File: config.mk
export PLATFORM = sky130hd
export DESIGN_NAME = perf_counter_bank
export DESIGN_NICKNAME = d
export VERILOG_FILES = /design/src/rtl/perf_pkg.sv /design/src/rtl/perf_counter_ch.sv /design/src/rtl/perf_counter_bank.sv
export SDC_FILE = /design/constraint.sdc
export NUM_CORES = 1
export LEC_CHECK = 0
export ABC_AREA = 1
export CAP_MARGIN = 10
export CORE_UTILIZATION = 40
export DETAILED_ROUTE_END_ITERATION = 10
export HOLD_SLACK_MARGIN = 0.06
export REMOVE_ABC_BUFFERS = 1
export SLEW_MARGIN = 10
export SYNTH_ARGS = -nofsm -noshare
export SYNTH_HDL_FRONTEND = slang
export SYNTH_SLANG_ARGS = --single-unit
File: constraint.sdc
create_clock -name clk -period 3.4 [get_ports clk]
set_clock_uncertainty 0.2 [all_clocks]
set_input_delay 0.68 -clock clk [delete_from_list [all_inputs] [get_ports clk]]
set_output_delay 0.68 -clock clk [all_outputs]
set_load 0.005 [all_outputs]
File: src/rtl/perf_pkg.sv
// Shared types, default widths and helpers for the performance counter bank.
package perf_pkg;

    // Per-channel counting mode.
    typedef enum logic {
        PERF_LEVEL = 1'b0,
        PERF_EDGE  = 1'b1
    } perf_mode_t;

    localparam int unsigned PERF_NUM_CH_DEF  = 8;
    localparam int unsigned PERF_CNT_W_DEF   = 32;
    localparam int unsigned PERF_WD_W_DEF    = 32;

    // Channel-select width; never narrower than one bit so a single-channel bank still has a port.
    function automatic int unsigned perf_sel_width(input int unsigned n);
        return (n > 1) ? $clog2(n) : 1;
    endfunction

endpackage

File: src/rtl/perf_counter_ch.sv
// One event channel: edge history, saturating counter, snapshot register and sticky saturation flag.
module perf_counter_ch
    import perf_pkg::*;
#(
    parameter int unsigned CNT_WIDTH = PERF_CNT_W_DEF
) (
    input  logic                 clk,
    input  logic                 rst,
    input  logic                 enable,
    input  logic                 event_i,
    input  logic                 mode_i,
    input  logic                 clear,
    input  logic                 snap,
    output logic [CNT_WIDTH-1:0] cnt_o,
    output logic [CNT_WIDTH-1:0] snap_o,
    output logic                 sat_o
);

    logic                 prev_q, prev_d;
    logic [CNT_WIDTH-1:0] cnt_q, cnt_d;
    logic [CNT_WIDTH-1:0] snap_q, snap_d;
    logic                 sat_q, sat_d;
    logic                 inc;
    perf_mode_t           mode;

    assign mode = perf_mode_t'(mode_i);

    // Next-state: edge history always tracks the raw event; clear beats increment, increment at all-ones saturates.
    always_comb begin
        prev_d = event_i;
        cnt_d  = cnt_q;
        snap_d = snap_q;
        sat_d  = sat_q;
        inc    = 1'b0;

        if (mode == PERF_EDGE) begin
            inc = enable & event_i & ~prev_q;
        end else begin
            inc = enable & event_i;
        end

        // Snapshot takes the registered count, so it sees pre-clear / pre-increment values.
        if (snap) begin
            snap_d = cnt_q;
        end

        if (clear) begin
            cnt_d = '0;
            sat_d = 1'b0;
        end else if (inc) begin
            if (cnt_q == {CNT_WIDTH{1'b1}}) begin
                sat_d = 1'b1;
            end else begin
                cnt_d = cnt_q + CNT_WIDTH'(1);
            end
        end
    end

    // Channel state registers with synchronous reset.
    always_ff @(posedge clk) begin
        if (rst) begin
            prev_q <= 1'b0;
            cnt_q  <= '0;
            snap_q <= '0;
            sat_q  <= 1'b0;
        end else begin
            prev_q <= prev_d;
            cnt_q  <= cnt_d;
            snap_q <= snap_d;
            sat_q  <= sat_d;
        end
    end

    assign cnt_o  = cnt_q;
    assign snap_o = snap_q;
    assign sat_o  = sat_q;

endmodule

File: src/rtl/perf_counter_bank.sv
// Multi-channel event counter bank with atomic snapshot, global clear, read muxes and a loadable watchdog.
module perf_counter_bank
    import perf_pkg::*;
#(
    parameter  int unsigned NUM_CH    = PERF_NUM_CH_DEF,
    parameter  int unsigned CNT_WIDTH = PERF_CNT_W_DEF,
    parameter  int unsigned WD_WIDTH  = PERF_WD_W_DEF,
    localparam int unsigned SEL_W     = perf_sel_width(NUM_CH)
) (
    input  logic                 clk,
    input  logic                 rst,
    input  logic                 enable,
    input  logic [NUM_CH-1:0]    event_i,
    input  logic [NUM_CH-1:0]    mode_i,
    input  logic                 clear,
    input  logic                 snap,
    input  logic [SEL_W-1:0]     rd_sel,
    output logic [CNT_WIDTH-1:0] rd_live,
    output logic [CNT_WIDTH-1:0] rd_snap,
    output logic [NUM_CH-1:0]    sat_o,
    input  logic                 wd_load,
    input  logic [WD_WIDTH-1:0]  wd_value,
    output logic                 wd_expired
);

    logic [CNT_WIDTH-1:0] live_cnt [NUM_CH];
    logic [CNT_WIDTH-1:0] snap_cnt [NUM_CH];

    logic [WD_WIDTH-1:0]  wd_cnt_q, wd_cnt_d;
    logic                 armed_q, armed_d;

    // Per-channel counters; clear and snap fan out to every channel so capture is atomic.
    for (genvar i = 0; i < NUM_CH; i++) begin : g_ch
        perf_counter_ch #(
            .CNT_WIDTH (CNT_WIDTH)
        ) u_ch (
            .clk     (clk),
            .rst     (rst),
            .enable  (enable),
            .event_i (event_i[i]),
            .mode_i  (mode_i[i]),
            .clear   (clear),
            .snap    (snap),
            .cnt_o   (live_cnt[i]),
            .snap_o  (snap_cnt[i]),
            .sat_o   (sat_o[i])
        );
    end

    // Read muxes; a select beyond the last channel reads as zero.
    always_comb begin
        rd_live = '0;
        rd_snap = '0;
        if (32'(rd_sel) < NUM_CH) begin
            rd_live = live_cnt[rd_sel];
            rd_snap = snap_cnt[rd_sel];
        end
    end

    // Watchdog next-state: load wins; otherwise count down while armed, enabled and non-zero.
    always_comb begin
        wd_cnt_d = wd_cnt_q;
        armed_d  = armed_q;
        if (wd_load) begin
            wd_cnt_d = wd_value;
            armed_d  = 1'b1;
        end else if (armed_q && enable && (wd_cnt_q != '0)) begin
            wd_cnt_d = wd_cnt_q - WD_WIDTH'(1);
        end
    end

    // Watchdog registers with synchronous reset.
    always_ff @(posedge clk) begin
        if (rst) begin
            wd_cnt_q <= '0;
            armed_q  <= 1'b0;
        end else begin
            wd_cnt_q <= wd_cnt_d;
            armed_q  <= armed_d;
        end
    end

    assign wd_expired = armed_q & (wd_cnt_q == '0);

endmodule

==> out/results.ini <==
[cells_and_area]
final_util_pct = 49.7
area_growth_pct = 22.5
stdcell_area_um2 = 38700
nNetsFinal = 5306
fill_cells = 7899
drive_gt1_share_pct = 11.9
layout_common_cells = nand2_1 (1185), nor2_1 (791), dfxtp_1 (547)
final_common_cell = nand2_1

[pwr]
comb_power_share_pct = 12.3
intPower_mw = 12.2
p_leak_nw = 14.3
p_per_area_nw_per_um2 = 434
pwr-share-clk_pct = 46.6
seqPwrFrac_pct = 41.1
ir_drop_v = 0.000350
net-switching-power_mw = 4.61
power_switching_share_pct = 27.5

[global_route]
grt.total_usage_pct = 32.7
grt-ovfl-total = 0
grt_max_degree = 95
antenna_found_initial = 6
grt_pass1_wl_um = 196000
first_global_vias = 30689

[min_path]
hold_path_depth = 2
hp-start = g_ch[1].u_ch.sat_o$_SDFFE_PP0P_
hold_path.class = reg2reg
worstHoldEndpoint = g_ch[1].u_ch.sat_o$_SDFFE_PP0P_

[sta]
fmax_mhz = 292
hold_ws_ps = 260
setup_violations = 2
min_period_ps = 3430
max_slew_margin_pct = 52.7
hold_violations = 0
maxSlewViolCount = 0
timing.final.ws_setup_ps = -25.3
tns_ps = -29.9
tightest_slew_ps = 709
timing.final.crit_share_pct = 101

[drt]
ant_nets = 0
drc_errors = 0
avgRoutedWirePerCell_um = 21.3
avgViaCountPerCell = 5.53
drtIter0Drc = 4174
firstDrtPassIters = 8
finalWirelength_um = 135000
vias = 35029

[critical_path]
rr_startpoint = g_ch[0].u_ch.cnt_o[0]$_SDFFE_PP0P_
r2r-end = g_ch[0].u_ch.cnt_o[26]$_SDFFE_PP0P_
worstRegToRegCells = 10
required_ps = 2520
rrSetupSlack_ps = 730
path_class = in2out
worstPathMaxFanout = 8
crit_arrival_ps = 2550
end_kind = primary output
critPathLaunchType = input port

[synth]
synth_seq_cells = 561
synthTopCellsByArea = dfxtp_1 (36%), nand2_1 (14%), nor2_1 (9.5%)
yosysWarnings = 0
yosys.area.top_type_share_pct = 35.6
post_synth.cell_area_avg_um2 = 6.29
yosys.area.top_type = dfxtp_1
syn_area_um2 = 31600
synth_cells = 5014
synth_cell_types = 40
yosysSeqAreaShare_pct = 35.6

[die]
floorplan.initialDensity_pct = 40.6
die_area_um2 = 80000
die_width_um = 283
placementRows = 102
die_y_um = 283
io_pins = 130
coreArea_um2 = 77700

[clock_tree]
cts_max_level = 3
clock-root-buffer = clkbuf_16
cts_made_buffers = 68
tritoncts = built
path_clk_slew_ps = 60
clk_latency_ps = 640
numClockSinks = 561
clockBufferDepth = 3

[placed_design]
gp_congestion = 0.996
portBuffers = 129
post_dp_cell_area_um2 = 35600
place_ws_ps = -358
dp_hpwl_um = 102000

[outcome]
status = finished with violations
violations = setup timing

[flow_run]
drv_cap = 0

-- state kept, by name (all words and copies together), names as in the netlist --
name / cells
g_ch.u_ch.snap_o: 256
wd_cnt_q: 32
armed_q: 1
g_ch.u_ch.prev_q: 8
g_ch.u_ch.cnt_o: 256
g_ch.u_ch.sat_o: 8
-- worst max-delay path, stage by stage --
cell and delay, ps:
buf_12 140, buf_16 150, buf_12 130, o21ai_0 80, o22ai_1 210, buf_4 180, nor2_1 50, a31oi_2 220
buf_4 170, clkdlybuf4s50_1 510
-- synth_stat cells, drive strengths merged --
cell,number
xnor2,11
o21bai,1
nor3,119
dfxtp,561
a31oi,64
nor4,1
nor3b,1
inv,391
nand4,46
o22ai,33
and2,3
clkinv,1
a221oi,31
nor2,817
ha,9
or2,3
o21a,4
nand3b,6
nand3,199
nand2,1219
o21ai,569
xor2,87
clkbuf,203
and3,1
a21oi,553
buf,81
-- what timing repair did --
item                                    in CTS  in global routing
endpoints found under the setup margin      65                 46
pin swaps                                    4                  9
hold buffers                                 0                  0
cloned                                       4                  5
resized for setup                           72                 71
setup buffers                                0                  3
-- worst max-delay path by stage --
stage,start,to,slack [ps],cells after the start
3_3_place_gp,rd_sel[1],rd_snap[1],-350,9
4_1_cts,rd_sel[0],rd_snap[21],-40,10
2_1_floorplan,rst,g_ch[0].u_ch.cnt_o[10]$_SDFFE_PP0P_,-1640,3
5_1_grt,g_ch[4].u_ch.cnt_o[15]$_SDFFE_PP0P_,rd_live[15],-20,6
3_5_place_dp,rd_sel[2],rd_snap[1],-360,7
6_report,rd_sel[1],rd_snap[4],-30,10
-- power groups by stage --
stage	clock network [mW]	logic, mW	registers, mW
2_1_floorplan	0	0.851	6.99
3_3_place_gp	0	1.89	7.03
3_5_place_dp	0	1.90	7.03
4_1_cts	7.89	1.97	6.89
5_1_grt	8.16	2.21	6.91
6_report	7.81	2.07	6.90
-- area by class of cell --
class	instances	area [µm²]	share of cell area, %
antenna	1	2.50	0.00647
clock buffer	91	1910	4.94
clock inverter	33	444	1.15
inverter	392	1540	3.99
multi-input combinational	3777	17900	46.3
sequential	561	11200	29.1
tap	1040	1300	3.37
timing repair buffer	439	4320	11.2
timing repair inverter	1	8.76	0.0227
-- routing by layer --
| layer | global-route usage (%) | wire (µm) | part of all wire [%] |
|---|---|---|---|
| met1 | 45.8 | 59000 | 44 |
| met2 | 49.3 | 57700 | 43 |
| met3 | 5.41 | 12400 | 9.2 |
| met4 | 14.3 | 6020 | 4.4 |
| met5 | 0 | 49 | 0.036 |
-- cell families after synthesis --
group / after synthesis / synth area share, %
and+or+nand+nor: 2415 / 31.5
AOI/OAI and AO/OA: 1255 / 21.0
buffers and inverters: 676 / 8.83
DFF: 561 / 35.6
xor gates and xnor gates: 98 / 2.72
adders and majority gates: 9 / 0.357
-- per-stage QoR --
step	cells	power (mW)
floorplan	4730	7.84
global placement	6198	8.93
detailed placement	6198	8.94
CTS	6326	16.8
global route	6334	17.3
finish	6335	16.8
Note: power is estimated with default switching activity, not from simulation.
